<file path="src/rtl/gf_power_table.sv">
// GF(2^M) power/log lookup tables, rebuilt by an LFSR walk after reset or on request.
// Define GF_POWER_TABLE_LOG_EN to build the LOG table, log-mode lookups and rsp_err.
module gf_power_table #(
    parameter int         M         = 8,
    parameter logic [M:0] PRIM_POLY = 9'h11D
) (
    input  logic         clk,
    input  logic         rst_n,
    input  logic         init_start,
    output logic         ready_o,
    input  logic         req_valid,
    output logic         req_ready,
    input  logic         req_mode,
    input  logic [M-1:0] req_addr,
    output logic         rsp_valid,
    output logic [M-1:0] rsp_data,
    output logic         rsp_err
);

    localparam int DEPTH = 1 << M;

    // S_IDLE is the post-reset holding state; the unused encoding falls back to it.
    localparam logic [1:0] S_IDLE  = 2'd0;
    localparam logic [1:0] S_INIT  = 2'd1;
    localparam logic [1:0] S_READY = 2'd2;

    localparam logic [M-1:0] ONE      = {{(M-1){1'b0}}, 1'b1};
    localparam logic [M-1:0] LAST_IDX = {{(M-1){1'b1}}, 1'b0};

    logic [1:0]   r_state;
    logic [M-1:0] r_idx;
    logic [M-1:0] r_lfsr;
    logic [M-1:0] r_exp [DEPTH];

    logic         r_rsp_valid;
    logic [M-1:0] r_rsp_data;

    logic [M-1:0] w_lfsr_next;
    logic         w_init_go;
    logic         w_init_last;
    logic         w_accept;
    logic [M-1:0] w_exp_idx;
    logic [M-1:0] w_rd_data;

    assign w_lfsr_next = {r_lfsr[M-2:0], 1'b0} ^ (r_lfsr[M-1] ? PRIM_POLY[M-1:0] : '0);
    assign w_init_go   = (r_state == S_INIT);
    assign w_init_last = w_init_go && (r_idx == LAST_IDX);

    assign ready_o   = (r_state == S_READY);
    assign req_ready = (r_state == S_READY);
    assign w_accept  = req_valid && req_ready;

    always_ff @(posedge clk or negedge rst_n) begin
        if (!rst_n) begin
            r_state <= S_IDLE;
            r_idx   <= '0;
            r_lfsr  <= ONE;
        end else begin
            case (r_state)
                S_IDLE: begin
                    r_state <= S_INIT;
                end
                S_INIT: begin
                    if (w_init_last) begin
                        r_state <= S_READY;
                        r_idx   <= '0;
                        r_lfsr  <= ONE;
                    end else begin
                        r_idx   <= r_idx + ONE;
                        r_lfsr  <= w_lfsr_next;
                    end
                end
                S_READY: begin
                    if (init_start) begin
                        r_state <= S_INIT;
                        r_idx   <= '0;
                        r_lfsr  <= ONE;
                    end
                end
                default: begin
                    r_state <= S_IDLE;
                    r_idx   <= '0;
                    r_lfsr  <= ONE;
                end
            endcase
        end
    end

    // NOTE: table storage has no reset; every reset is followed by a full rebuild,
    // and a reset port would stop the arrays mapping onto RAM.
    always_ff @(posedge clk) begin
        if (w_init_go) begin
            r_exp[r_idx] <= r_lfsr;
        end
    end

    // alpha^(2^M-1) wraps to alpha^0; that entry is never written.
    assign w_exp_idx = (req_addr == '1) ? '0 : req_addr;

`ifdef GF_POWER_TABLE_LOG_EN
    logic [M-1:0] r_log [DEPTH];
    logic         r_rsp_err;
    logic         w_rd_err;

    always_ff @(posedge clk) begin
        if (w_init_go) begin
            r_log[r_lfsr] <= r_idx;
        end
    end

    always_comb begin
        w_rd_data = r_exp[w_exp_idx];
        w_rd_err  = 1'b0;
        if (req_mode) begin
            if (req_addr == '0) begin
                w_rd_data = '0;
                w_rd_err  = 1'b1;
            end else begin
                w_rd_data = r_log[req_addr];
            end
        end
    end

    always_ff @(posedge clk or negedge rst_n) begin
        if (!rst_n) begin
            r_rsp_err <= 1'b0;
        end else if (w_accept) begin
            r_rsp_err <= w_rd_err;
        end
    end

    assign rsp_err = r_rsp_err;
`else
    // Without the log path every request is an exp lookup.
    logic w_unused_mode;

    assign w_unused_mode = req_mode;
    assign w_rd_data     = r_exp[w_exp_idx];
    assign rsp_err       = 1'b0;
`endif

    always_ff @(posedge clk or negedge rst_n) begin
        if (!rst_n) begin
            r_rsp_valid <= 1'b0;
            r_rsp_data  <= '0;
        end else begin
            r_rsp_valid <= w_accept;
            if (w_accept) begin
                r_rsp_data <= w_rd_data;
            end
        end
    end

    assign rsp_valid = r_rsp_valid;
    assign rsp_data  = r_rsp_data;

endmodule
</file>
<file path="config.mk">
export PLATFORM = sky130hd
export DESIGN_NAME = gf_power_table
export DESIGN_NICKNAME = d
export VERILOG_FILES = /design/src/rtl/gf_power_table.sv
export SDC_FILE = /design/constraint.sdc
export NUM_CORES = 2
export LEC_CHECK = 0
export ABC_AREA = 1
export CELL_PAD_IN_SITES_DETAIL_PLACEMENT = 0
export CELL_PAD_IN_SITES_GLOBAL_PLACEMENT = 1
export CORE_MARGIN = 1.5
export CORE_UTILIZATION = 39
export CTS_CLUSTER_SIZE = 20
export DETAILED_ROUTE_END_ITERATION = 8
export PLACE_DENSITY = 0.67
export SLEW_MARGIN = 5
export SYNTH_ARGS = -nofsm -noshare
export SYNTH_HDL_FRONTEND = slang
export SYNTH_SLANG_ARGS = --single-unit
</file>
<file path="constraint.sdc">
create_clock -name clk -period 6.5 [get_ports clk]
set_input_delay 1.3 -clock clk [delete_from_list [all_inputs] [get_ports clk]]
set_output_delay 1.3 -clock clk [all_outputs]
set_load 0.01 [all_outputs]
</file>
==> results.ini <==
[detailed_routing]
via_per_inst=5.35
drc=0
drt_pre_antenna_iters=6
postRouteAntennaNets=0
drt_wl_total_mm=256
vias=59800
drt_iter0_drc=5932
wl_per_cell_um=22.9

[synthesis]
synthXorXnorAreaFrac=0.000384
synthArstFlopShare=0.0130
ys_warn_count=0
yosys.area_share.simple=0.239
syn_avg_cell_area_um2=11.2
synthesis.nets=8171
syn_area_um2=91200
synthAdderAreaFrac=0.000549
yosysUniqueCellTypes=32
synth_seq_cells=2075
synth-edff-count=2048
synth-compound-area-share=0.00940
postSynthCellCount=8154
synthMuxAreaShare=0
synth_top_family_by_area=simple AND/OR/NAND/NOR gates
ys_seq_area_frac=0.682
synth_ff_type=edfxtp_1

[sta]
post-route-period-util=0.742
worst_slew_pin_slew_ps=1330
fin_crit_ps=4820
rsz0062_at_grt=no
slew_headroom=0.109
finClkSkew_ps=48.5
final.setup.tns_ps=0
hold_viol=0
setup_violations=0
clock.fmax_ghz=0.207
drv_slew=0

[global_route]
grt_start_max_net_pins=189
grt_first_pass_wirelength_mm=378
grt_pass1_vias=57200
antenna_found_initial=8
grt_overflow=0
grtUsageTotal=0.213

[critical_path]
slowest_stage=clkdlybuf4s50_1
critical_path_class=input port to register
max_stage_delay_ps=760
crit_family=simple AND/OR/NAND/NOR gates
arrival_ps=5580
crit_chain=clkdlybuf4s50_1 > nand2_1 > nor2_1 > nand2_8 > nand2_4 > buf_4 > buf_4 > nand3_1 > nand3_1 > nand3_1 > nand3_1 > nand3_1 > nand3_1 > nand2_1 > nand2_1 > nand2_1
cp_data_required_time_ps=7260
worst-path-buf-inv=3
endpoint_kind=register
startpoint=req_addr[3]
r2r_start=r_idx[0]$_DFFE_PN0P_
start_kind=input port
critPathMaxFanout=53
cp_common_cell=nand3_1

[die]
num_rows=177
dieWidth_um=487
initial_utilization=0.392
die_h_um=487
pin_count=25
dieArea_um2=237000
coreArea_um2=233000

[worst_hold_path]
min_from=rsp_data[7]$_DFFE_PN0P_
hp-class=register to register

[pwr]
total_power_uw=34400
peakVddDrop_uv=428
power.leakage_uw=0.0376
pwr_density_cell_nw_per_um2=339

[clock_network]
hold_buffers=0
clkTransAtPathRegs_ps=60
cts.sinks=2075
cts_max_path_buffers=3
htree_levels=4
clkLatencyLatePin_ps=880
cts_tree=yes
ctsResizeCount=0
clockRootBuffer=clkbuf_16
numCtsBuffers=220
cts_setup_buffers=0

[layout]
fin_nets=7966
layout_commonest_cell=edfxtp_1
mostFrequentLayoutCells=2048 x edfxtp_1, 2026 x nand3_1, 1140 x nand2_1, 1017 x inv_1, 764 x nand3b_1
area_growth_pct=11.3
drive_above_1_share=0.0613
utilization=0.436

[outcome]
status=finished clean

[placed_design]
hpwlAfterDp_mm=140
portBuffers=22
gp_congestion=0.828

[job]
drv_cap=0

==> worst paths after layout <==
check,endpoint,slack (ps),cells past startpoint
setup / recovery,rsp_data[4]$_DFFE_PN0P_,1680,16
hold / removal,rsp_data[7]$_DFFE_PN0P_,480,2
setup reg to reg,r_exp[143][4]$_DFFE_PP_,3070,5
hold reg to reg,rsp_data[7]$_DFFE_PN0P_,480,2
max in group asynchronous,r_lfsr[5]$_DFFE_PN0P_,5300,2
min in group asynchronous,rsp_data[6]$_DFFE_PN0P_,810,2
==> layout make-up <==
cell class,instances,area (um2)
Tap cell,3043,3810
Clock buffer,274,5710
Sequential cell,2075,62200
Fill cell,21500,131000
Inverter,1024,3860
Clock inverter,135,1180
Timing Repair Buffer,158,1830
Multi-Input combinational cell,4470,22900
Antenna cell,6,15.0
==> cell usage after synthesis, types with 2 or more instances <==
library cell | count | area (um2)
inv_1 | 1019 | 3820
buf_2 | 180 | 901
clkinv_1 | 2 | 7.51
nor2_1 | 329 | 1230
nand4_1 | 2 | 12.5
nand2_2 | 2 | 12.5
inv_2 | 3 | 11.3
o21ai_0 | 37 | 185
clkbuf_1 | 312 | 1170
ha_1 | 4 | 50.1
dfrtp_1 | 26 | 651
edfxtp_1 | 2048 | 61500
buf_4 | 4 | 30.0
nand3_1 | 2035 | 10200
o22ai_1 | 6 | 37.5
xnor2_1 | 3 | 26.3
o2111ai_1 | 10 | 87.6
o21ai_1 | 2 | 10.0
nand3b_1 | 764 | 5740
or2_2 | 33 | 206
nor3_1 | 19 | 95.1
o211ai_1 | 64 | 480
a21oi_1 | 5 | 25.0
nand2_1 | 1149 | 4310
buf_1 | 89 | 334
==> flip-flops by register name, indices dropped and copies added, names as in the netlist <==
register   flops
r_lfsr         8
rsp_valid      1
rsp_data       8
r_exp       2048
r_idx          8
r_state        2
==> metrics by stage <==
step	instances	setup WS [ps]	area, um2	hold WS (ps)
CTS	11200	1780	101000	484
global route	11200	1580	101000	515
floorplan	8154	2480	91200	486
detailed placement	10800	850	94600	468
global placement	10800	842	94600	471
finish	11200	1680	101000	477
==> worst register-to-register path, delay by kind of cell, from the launching register on <==
family                   cells  cell delay [ps]
adder cells (fa/ha/maj)      1              290
AND/OR/NAND/NOR              3             2160
flip-flops                   1              380
buffers and inverters        1              200
==> cell families after synthesis <==
logic type | count (synthesis)
and+or+nand+nor | 4333
other | 1
buffers and inverters | 1609
AOI/OAI and AO/OA | 128
xor gates and xnor gates | 4
DFF | 2075
adders and majority gates | 4
==> metal layers <==
layer / GRT usage / part of all wire / up-vias
li1: - / - / 27900
met1: 0.298 / 0.44 / 29700
met2: 0.342 / 0.47 / 1845
met3: 0.0285 / 0.060 / 362
met4: 0.0696 / 0.031 / 0
met5: 0 / 0 / -
==> report_power, final <==
group	internal (uW)	total, uW	switching (uW)
combinational	713	4650	3940
clock	6820	12100	5310
sequential	17000	17700	614
No activity file was read; power rests on OpenSTA's default activity.
